## config.mk

```make
export PLATFORM = sky130hd
export DESIGN_NAME = result_stream
export DESIGN_NICKNAME = d
export VERILOG_FILES = /design/src/rtl/result_stream_pkg.sv /design/src/rtl/result_stream_fifo.sv /design/src/rtl/result_stream.sv
export SDC_FILE = /design/constraint.sdc
export NUM_CORES = 1
export LEC_CHECK = 0
export ABC_AREA = 1
export CAP_MARGIN = 25
export CELL_PAD_IN_SITES_DETAIL_PLACEMENT = 0
export CELL_PAD_IN_SITES_GLOBAL_PLACEMENT = 1
export CORE_MARGIN = 1.5
export CORE_UTILIZATION = 50
export CTS_CLUSTER_SIZE = 24
export DETAILED_ROUTE_END_ITERATION = 8
export PLACE_DENSITY = 0.85
export SLEW_MARGIN = 20
export SYNTH_ARGS = -nofsm -noshare
export SYNTH_HDL_FRONTEND = slang
export SYNTH_SLANG_ARGS = --single-unit
```

## constraint.sdc

```tcl
create_clock -name clk -period 6.9 [get_ports clk]
set_clock_uncertainty 0.1 [all_clocks]
set_input_delay 1.38 -clock clk [delete_from_list [all_inputs] [get_ports clk]]
set_output_delay 1.38 -clock clk [all_outputs]
set_load 0.05 [all_outputs]
```

## src/rtl/result_stream_pkg.sv

```systemverilog
// Shared definitions for the result return path: cfg address map, FSM
// state encoding and a small sizing helper.
package result_stream_pkg;

    // Cfg register address for the layer word count. The image write/read
    // registers sit at addresses 0 and 1 of the same map.
    localparam int CFG_RES_NB = 2;

    // Layer control states with fixed encodings.
    typedef enum logic [1:0] {
        ST_IDLE  = 2'b00,
        ST_RUN   = 2'b01,
        ST_DRAIN = 2'b10
    } state_t;

    // Width of a beat index; at least one bit, even with one beat per word.
    function automatic int beat_idx_width(input int beats);
        return (beats > 1) ? $clog2(beats) : 1;
    endfunction

endpackage

```

## src/rtl/result_stream_fifo.sv

```systemverilog
// Synchronous FIFO with a registered read port and count-based full/empty
// flags. A read presents the head word on rd_data after the clock edge.
module fifo_sync #(
    parameter int DWIDTH = 64,
    parameter int AWIDTH = 4
) (
    input  logic              clk,
    input  logic              rst,
    input  logic              wr_en,
    input  logic [DWIDTH-1:0] wr_data,
    input  logic              rd_en,
    output logic [DWIDTH-1:0] rd_data,
    output logic              full,
    output logic              empty,
    output logic [AWIDTH:0]   count
);

    localparam int DEPTH = 1 << AWIDTH;

    logic [DWIDTH-1:0] mem [DEPTH];
    logic [AWIDTH-1:0] wr_ptr;
    logic [AWIDTH-1:0] rd_ptr;
    logic              do_wr;
    logic              do_rd;

    assign do_wr = wr_en && !full;
    assign do_rd = rd_en && !empty;
    assign full  = (count == (AWIDTH + 1)'(DEPTH));
    assign empty = (count == '0);

    // Storage array write.
    // NOTE: the array is deliberately not reset; the pointers and count
    // decide which entries are meaningful, and a reset port on every word
    // would stop it mapping onto RAM.
    always_ff @(posedge clk) begin
        if (do_wr) begin
            mem[wr_ptr] <= wr_data;
        end
    end

    // Pointers, occupancy and the registered read port.
    always_ff @(posedge clk) begin
        if (rst) begin
            wr_ptr  <= '0;
            rd_ptr  <= '0;
            count   <= '0;
            rd_data <= '0;
        end else begin
            if (do_wr) begin
                wr_ptr <= wr_ptr + AWIDTH'(1);
            end
            if (do_rd) begin
                rd_ptr  <= rd_ptr + AWIDTH'(1);
                rd_data <= mem[rd_ptr];
            end
            case ({do_wr, do_rd})
                2'b10:   count <= count + (AWIDTH + 1)'(1);
                2'b01:   count <= count - (AWIDTH + 1)'(1);
                default: count <= count;
            endcase
        end
    end

endmodule

```

## src/rtl/result_stream.sv

```systemverilog
// Result return path: buffers result words from the compute array, splits
// each into host-width beats and closes every layer with last + done after
// the word count programmed over cfg.
module result_stream
    import result_stream_pkg::*;
#(
    parameter int CFG_DWIDTH    = 32,
    parameter int CFG_AWIDTH    = 5,
    parameter int GROUP_NB      = 4,
    parameter int IMG_WIDTH     = 16,
    parameter int STR_RES_WIDTH = 32,
    parameter int FIFO_AWIDTH   = 4,
    parameter int CNT_WIDTH     = 16
) (
    input  logic                          clk,
    input  logic                          rst,
    input  logic [CFG_DWIDTH-1:0]         cfg_data,
    input  logic [CFG_AWIDTH-1:0]         cfg_addr,
    input  logic                          cfg_valid,
    input  logic [GROUP_NB*IMG_WIDTH-1:0] layer_bus,
    input  logic                          layer_last,
    input  logic                          layer_val,
    output logic                          layer_rdy,
    output logic [STR_RES_WIDTH-1:0]      str_res_bus,
    output logic                          str_res_last,
    output logic                          str_res_val,
    input  logic                          str_res_rdy,
    output logic                          res_done,
    output logic                          res_err
);

    localparam int WORD_W = GROUP_NB * IMG_WIDTH;
    localparam int BEATS  = WORD_W / STR_RES_WIDTH;
    localparam int BEAT_W = beat_idx_width(BEATS);
    localparam int DEPTH  = 1 << FIFO_AWIDTH;
    localparam int OCC_W  = FIFO_AWIDTH + 2;
    localparam logic [BEAT_W-1:0] LAST_BEAT = BEAT_W'(BEATS - 1);

    state_t               state;
    state_t               state_nxt;
    logic [CNT_WIDTH-1:0] cnt_max;
    logic [CNT_WIDTH-1:0] word_cnt;

    logic                 fifo_rd;
    logic [WORD_W-1:0]    fifo_rd_data;
    logic                 fifo_full;
    logic                 fifo_empty;
    logic [FIFO_AWIDTH:0] fifo_count;

    logic                 rd_val;     // fifo_rd_data holds a popped word
    logic [WORD_W-1:0]    sh_reg;
    logic                 sh_val;
    logic [BEAT_W-1:0]    beat_idx;

    logic                 cfg_fire;
    logic                 in_fire;
    logic                 is_tag;
    logic                 beat_fire;
    logic                 word_done;
    logic                 sh_load;
    logic                 final_word;
    logic                 layer_done;
    logic [OCC_W-1:0]     occ;
    logic                 buf_full;

    // Upper cfg data bits carry no meaning for this register.
    if (CFG_DWIDTH > CNT_WIDTH) begin : g_cfg_hi
        logic unused_cfg_hi;
        assign unused_cfg_hi = ^cfg_data[CFG_DWIDTH-1:CNT_WIDTH];
    end

    assign cfg_fire = cfg_valid && (state == ST_IDLE)
                   && (cfg_addr == CFG_AWIDTH'(CFG_RES_NB))
                   && (cfg_data[CNT_WIDTH-1:0] != '0);
    assign in_fire  = layer_val && layer_rdy;
    assign is_tag   = (word_cnt == cnt_max - CNT_WIDTH'(1));

    // Capacity covers every word held between input and output: FIFO,
    // the popped read register and the word being serialised.
    assign occ      = OCC_W'(fifo_count) + OCC_W'(rd_val) + OCC_W'(sh_val);
    assign buf_full = fifo_full || (occ >= OCC_W'(DEPTH));

    assign beat_fire = sh_val && str_res_rdy;
    assign word_done = beat_fire && (beat_idx == LAST_BEAT);
    assign sh_load   = rd_val && (!sh_val || word_done);
    assign fifo_rd   = !fifo_empty && (!rd_val || sh_load);

    // Input stops at the tagged word, so once draining with nothing behind
    // the shift register it must hold the tagged word.
    assign final_word   = (state == ST_DRAIN) && fifo_empty && !rd_val;
    assign str_res_last = sh_val && (beat_idx == LAST_BEAT) && final_word;
    assign str_res_val  = sh_val;
    assign str_res_bus  = sh_reg[STR_RES_WIDTH-1:0];
    assign layer_done   = str_res_last && str_res_rdy;

    fifo_sync #(
        .DWIDTH (WORD_W),
        .AWIDTH (FIFO_AWIDTH)
    ) u_fifo (
        .clk     (clk),
        .rst     (rst),
        .wr_en   (in_fire),
        .wr_data (layer_bus),
        .rd_en   (fifo_rd),
        .rd_data (fifo_rd_data),
        .full    (fifo_full),
        .empty   (fifo_empty),
        .count   (fifo_count)
    );

    // FSM state register.
    // NOTE: clocked state uses non-blocking assignments so every register
    // samples pre-edge values regardless of process ordering.
    always_ff @(posedge clk) begin
        if (rst) begin
            state <= ST_IDLE;
        end else begin
            state <= state_nxt;
        end
    end

    // Next-state and upstream ready.
    // NOTE: defaults are assigned first so no path leaves an output
    // unassigned, which would infer a latch.
    always_comb begin
        state_nxt = state;
        layer_rdy = 1'b0;
        case (state)
            ST_IDLE: begin
                if (cfg_fire) begin
                    state_nxt = ST_RUN;
                end
            end
            ST_RUN: begin
                layer_rdy = !buf_full;
                if (layer_val && !buf_full && is_tag) begin
                    state_nxt = ST_DRAIN;
                end
            end
            ST_DRAIN: begin
                if (layer_done) begin
                    state_nxt = ST_IDLE;
                end
            end
            default: state_nxt = ST_IDLE;
        endcase
    end

    // Layer count, word count and sticky framing error.
    always_ff @(posedge clk) begin
        if (rst) begin
            cnt_max  <= '0;
            word_cnt <= '0;
            res_err  <= 1'b0;
        end else if (cfg_fire) begin
            cnt_max  <= cfg_data[CNT_WIDTH-1:0];
            word_cnt <= '0;
            res_err  <= 1'b0;
        end else if (in_fire) begin
            word_cnt <= word_cnt + CNT_WIDTH'(1);
            if (layer_last != is_tag) begin
                res_err <= 1'b1;
            end
        end
    end

    // Serialiser: read-register staging, shift register, beat index, done.
    always_ff @(posedge clk) begin
        if (rst) begin
            rd_val   <= 1'b0;
            sh_reg   <= '0;
            sh_val   <= 1'b0;
            beat_idx <= '0;
            res_done <= 1'b0;
        end else begin
            res_done <= layer_done;
            if (fifo_rd) begin
                rd_val <= 1'b1;
            end else if (sh_load) begin
                rd_val <= 1'b0;
            end
            if (sh_load) begin
                sh_reg   <= fifo_rd_data;
                sh_val   <= 1'b1;
                beat_idx <= '0;
            end else if (word_done) begin
                sh_val   <= 1'b0;
                beat_idx <= '0;
            end else if (beat_fire) begin
                sh_reg   <= sh_reg >> STR_RES_WIDTH;
                beat_idx <= beat_idx + BEAT_W'(1);
            end
        end
    end

endmodule
```

# ---- Word level (Yosys, flattened, before mapping)
# Memories as Yosys holds them, arrays and structs flattened. A register that Yosys moved wholly into a read port is not among the register bits.
# Cells that the tools add are included.
dict set report totals {
  regBits 116
  ram_bits 1024
  input_bits 107
  output_inout_bits 37
  word_cells 87
  mem_count 1
}
# name depth width read_ports rd_clocked_by_memory_dff wr line_no
set mem_list {}
lappend mem_list {u_fifo.mem 16 64 1 1 1 result_stream_fifo.sv:20} ;# logic [DWIDTH-1:0] mem [DEPTH];
dict set report classes {
  n_addsub 9
  magnitude_cmp 1
  eq_ne 12
  muxes 15
  reduce_logical 37
}
# op n
set op_table {}
lappend op_table {{$mux 64} 3}
lappend op_table {{$logic_and 1x1->1} 17}
lappend op_table {{$add 16x1->16 const B} 1}
lappend op_table {{$eq 16x16->1} 1}
lappend op_table {{$reduce_bool 16->1} 1}
lappend op_table {{$sub 16x1->16 const B} 1}
lappend op_table {{$pmux 5 s2} 1}
lappend op_table {{$add 4x1->4 const B} 2}
lappend op_table {{$reduce_bool 2->1} 4}
lappend op_table {{$mux 1} 7}
lappend op_table {{$add 5x1->6} 1}
lappend op_table {{$add 6x1->6} 1}
lappend op_table {{$ge 6x5->1 const B} 1}
lappend op_table {{$mux 2} 3}
lappend op_table {{$ne 2x2->1 const B} 3}
lappend op_table {{$pmux 2 s3} 1}
lappend op_table {{$add 5x1->5 const B} 1}
lappend op_table {{$eq 5x2->1 const B} 1}
lappend op_table {{$eq 5x5->1 const B} 1}
lappend op_table {{$logic_not 1->1} 5}
lappend op_table {{$logic_not 5->1} 1}
lappend op_table {{$sub 5x1->5 const B} 1}
lappend op_table {{$eq 2x1->1 const B} 2}
lappend op_table {{$eq 2x2->1 const B} 2}
lappend op_table {{other kinds (9)} 12}

# ---- Logic depth before layout (Yosys ltp)
dict set report logic_depth {
  ltp_word 10
  depth_mapped 19
  ltp_nobuf 16
}

# ---- Modules after synthesis
# From an unflattened synthesis, not the netlist that was laid out.
dict set report hier_totals {
  hier_cells 5192
  hier_area_um2 51485.6
}
# module instances cells_each area_per_inst_um2 seq_area_each_um2
set by_module_without_submodules {}
lappend by_module_without_submodules {fifo_sync 1 4458 46256.9 32291.0}
lappend by_module_without_submodules {result_stream 1 734 5228.8 2062.0}

# ---- Least setup slack after synthesis
# Ideal clock, no wire load.
dict set report synth_timing {
  path_kind {input-to-reg}
  from {in layer_val}
  to {mem u_fifo.mem[0][0], enable pin}
  setup_time_ps 486
  t_arrival_ps 4676
  setup_slack_ps 1638
  path_stages 7
  path_buffers 1
  path_cell_list {inv_1 nor2_2 nand2_2 inv_2 buf_2 nand2_1 nor2_1}
}
dict set report synth_via {
  elab_chain_cells 4
}
# element line_no
set synth_lines {}
lappend synth_lines {{from (decl)} result_stream.sv:22} ;# input logic layer_val,
lappend synth_lines {{$logic_and 1x1->1} result_stream.sv:75} ;# assign in_fire = layer_val && layer_rdy;
lappend synth_lines {{$logic_and 1x1->1} result_stream_fifo.sv:26} ;# assign do_wr = wr_en && !full;
lappend synth_lines {{$mux 1} result_stream_fifo.sv:36} ;# if (do_wr) begin
lappend synth_lines {{$mux 1 (not written as such)} result_stream_fifo.sv:37} ;# mem[wr_ptr] <= wr_data;
lappend synth_lines {{to (decl)} result_stream_fifo.sv:20}
# No other way between the ends.

# ---- Worst setup path in the final report
dict set report layout_timing {
  from {reg u_fifo.count[0]}
  to {out layer_rdy}
}
dict set report layout_via {
  elab_chain_cells 6
}
# element line_no
set layout_lines {}
lappend layout_lines {{from (decl)} result_stream_fifo.sv:15} ;# output logic [AWIDTH:0] count
lappend layout_lines {{from (signal assigned)} result_stream_fifo.sv:57} ;# 2'b10: count <= count + (AWIDTH + 1)'(1);
lappend layout_lines {{from (signal assigned)} result_stream_fifo.sv:58} ;# 2'b01: count <= count - (AWIDTH + 1)'(1);
lappend layout_lines {{from (signal assigned)} result_stream_fifo.sv:59} ;# default: count <= count;
lappend layout_lines {{$add 5x1->6} result_stream.sv:80} ;# assign occ = OCC_W'(fifo_count) + OCC_W'(rd_val) + OCC_W'(sh_val);
lappend layout_lines {{$add 6x1->6} result_stream.sv:80}
lappend layout_lines {{$ge 6x5->1} result_stream.sv:81} ;# assign buf_full = fifo_full || (occ >= OCC_W'(DEPTH));
lappend layout_lines {{$logic_or 1x1->1 *} result_stream.sv:81}
lappend layout_lines {{$logic_not 1->1 *} result_stream.sv:135} ;# layer_rdy = !buf_full;
lappend layout_lines {{$mux 1 *} result_stream.sv:128} ;# case (state)
lappend layout_lines {{to (decl)} result_stream.sv:23} ;# output logic layer_rdy,
# Every way passes the cells marked *; elsewhere a longest branch is shown, timed or not.

==> key figures <==
Synth
  • Post-synth top flop: edfxtp_1
  • Mapped cell area: 47,770 um^2
  • Xor/xnor cell area share of the yosys netlist: 0.3117%
  • Post-Syn Instances: 4,039
  • Post-synthesis net count: 4,159
  • Count of unique library cells instantiated by Yosys: 46
  • Mean post-synth cell area: 11.83 um^2
  • EDFF count, synth: 1,024
  • Post-Synth Adder-Cell Area: 0.3562%
  • Synth top area share: 64.37%
  • Largest family of logic cells by synthesized area: compound AO/OA/AOI/OAI gates
  • Post-synth top area cell: edfxtp_1
  • Synth Area in Compound Gates: 13.00%
  • Post-Synth Simple-Gate Area: 10.21%
  • Ys async rst share: 0%
  • Mux share of post-synthesis cell area: 0%
  • Largest cells by area after synthesis: edfxtp_1 64%, dfxtp_1 7.5%, nor2_1 6.9%
  • Post-synthesis register bit count: 1,204
  • Seq/Total Area, Yosys: 71.91%
  • YS warnings: 0

Worst setup path
  • Critical Path Max Stage Delay: 0.83 ns
  • Reg2Reg Launch Point: u_fifo.count[0]
  • Family with the most delay on the worst path: buffers and inverters
  • Critical path's slowest cell: clkdlybuf4s50_1
  • Crit path DAT: 2.62 ns
  • Crit Path Max Fanout: 6
  • Worst Reg-to-Reg Cells: 9
  • Critical Path End: layer_rdy
  • Reg2reg end: u_fifo.mem[6][17]
  • Startpoint types: flip-flop
  • Critical path, cell by cell: ha_1 > a21oi_1 > o21ai_1 > nor2_1 > clkdlybuf4s50_1
  • Critical Path End Type: output pin
  • Bufs and invs on worst path: 1
  • Setup CP Type: flip-flop to output pin
  • CP startpoint: u_fifo.count[0]
  • Setup slack, reg-to-reg: 3.10 ns
  • Cell count along the critical path: 5
  • Worst EP required: 5.42 ns

Clock network
  • Clk buf depth: 3
  • TritonCTS clock tree: done
  • Latest clock arrival within the worst-skew pair: 0.70 ns
  • CTS root buffer: clkbuf_16
  • Setup Buffers After CTS: 0
  • Htree depth: 3
  • Worst-path clk slew: 0.06 ns
  • Cts repair resizes: 0
  • CTS Buf Count: 115
  • Post-CTS Hold Buffers: 0
  • Clock sinks: 1,204

Cells and area
  • Final nets: 4,151
  • Max reg flops: 1,024
  • Finished Layout Cells: 5,394
  • Commonest non-fill, non-tap cell in the layout: edfxtp_1
  • Syn-to-layout area delta: 11.87%
  • Layout cells sized above 1: 6.250%
  • Final instance area: 53,440 um^2
  • Most frequent cells in the layout: 1,024 x edfxtp_1, 855 x nor2_1, 633 x o21ai_0, 287 x nand2_1, 277 x o22ai_1

Flow run
  • Total of max-cap violations: 0

Detailed routing
  • Total number of vias: 31,270
  • DRT Pass-1 Iters: 6
  • Starting DRC count in detailed routing: 3,423
  • Final ANT Viol Nets: 0
  • Via-to-Cell Ratio: 5.797
  • Routed WL per cell: 22.02 um
  • Post-Route WL: 118.8 mm
  • DRC violations left: 0

Global routing
  • Initial antenna violation count: 14
  • Grt ovf: 0
  • Number of global-route vias before repair: 29,630
  • Global Route Usage Sum: 24.00%
  • Largest net degree at the start of global routing: 224
  • First-pass GRT wire length: 179.0 mm

Floorplan
  • Height of the die: 312.1 um
  • Placeable Area: 94,870 um^2
  • Core Rows: 113
  • Die X: 312.1 um
  • Initial core utilization: 50.36%
  • IO Count: 144
  • Die area: 97,410 um^2

STA
  • Max_slew headroom: 27.71%
  • Tcrit/Tclk final: 59.47%
  • Final setup violation count: 0
  • Fin. Hold Viols: 0
  • Max Fclk: 243.7 MHz
  • Setup ws final: 2.797 ns
  • TNS Setup: 0 ns
  • RSZ-0062 raised after global routing: false
  • Pins Over Slew Limit: 0
  • Least-Margin Pin Slew: 1.083 ns
  • Fin crit period: 4.103 ns

Pwr
  • Leakage: 17.76 nW
  • Overall Power: 19.18 mW
  • Pwr Density: 358.9 nW/um^2
  • VDD IR max: 0.3135 mV

Placed design
  • Post-DP Area: 49,810 um^2
  • HPWL after DPL: 59.45 mm
  • GPL Wtd Cong: 0.8144
  • Worst slack at placement: 2.115 ns
  • Port Buf Inserts: 127
  • Cells after DPL: 5,179

Hold path
  • Hold Path Class: flip-flop to flip-flop

Run status
  • Status: finished, final reports clean
-- routing by layer --
| layer | share of wire, % | routed length (um) | track usage, % | up-vias |
|---|---|---|---|---|
| met2 | 47 | 56060 | 39.27 | 1285 |
| met5 | 0.15 | 179 | 0 | - |
| met1 | 42 | 49750 | 33.02 | 15250 |
| met3 | 8.6 | 10220 | 4.665 | 205 |
| li1 | - | - | - | 14500 |
| met4 | 2.2 | 2572 | 6.388 | 26 |
-- worst reg2reg max path: cells and delay by family, from the launching register on --
family	cells	cell delay (ns)
simple gates	4	1.54
compound gates	2	0.24
flops	1	0.45
buf+inv	2	0.79
fa+ha+maj	1	0.28
-- worst min path at each step --
stage	to	slack, ns	from	depth (start not counted)
floorplan	sh_reg[32]	0.34	sh_reg[32]	2
global placement	res_err	0.34	res_err	2
detailed placement	res_err	0.35	res_err	2
CTS	res_err	0.36	res_err	2
global route	sh_reg[54]	0.38	sh_reg[54]	2
finish	res_err	0.36	res_err	2
-- cell families after synthesis --
logic type / Yosys count
AND/OR/NAND/NOR: 1244
XOR/XNOR: 17
adder cells (fa/ha/maj): 13
AO/OA/AOI/OAI: 1135
buffers and inverters: 426
flip-flops: 1204
-- through the flow --
| stage | hold slack, ns | util, % |
|---|---|---|
| 2_1_floorplan | 0.3401 | - |
| 3_3_place_gp | 0.3399 | 52.47 |
| 3_5_place_dp | 0.3498 | 52.50 |
| 4_1_cts | 0.3585 | 56.33 |
| 5_1_grt | 0.3754 | 56.33 |
| 6_report | 0.3574 | 56.33 |
-- synth_stat cells (all sizes together), types with 12 or more instances --
cell type  instances
ha                12
o21ai            708
dfxtp            180
buf              145
clkbuf           153
nor2             883
nand3             31
o22ai            277
a31oi             41
edfxtp          1024
a21oi             62
o211ai            21
nand2            292
inv              127
-- cell type report --
type | count | area [um^2]
Inverter | 128 | 505.5
Clock buffer | 158 | 3119
Timing Repair Buffer | 173 | 1800
Fill cell | 7570 | 41430
Tap cell | 1265 | 1583
Clock inverter | 56 | 515.5
Sequential cell | 1204 | 34370
Multi-Input combinational cell | 2409 | 11550
Antenna cell | 1 | 2.502
-- where the power goes --
part | internal, mW | switching [mW] | total (mW)
logic | 1.39 | 3.33 | 4.72
clock network | 3.42 | 2.66 | 6.08
registers | 8.14 | 0.239 | 8.38
total | 13.0 | 6.23 | 19.2
Note: power is estimated with default switching activity, not from simulation.
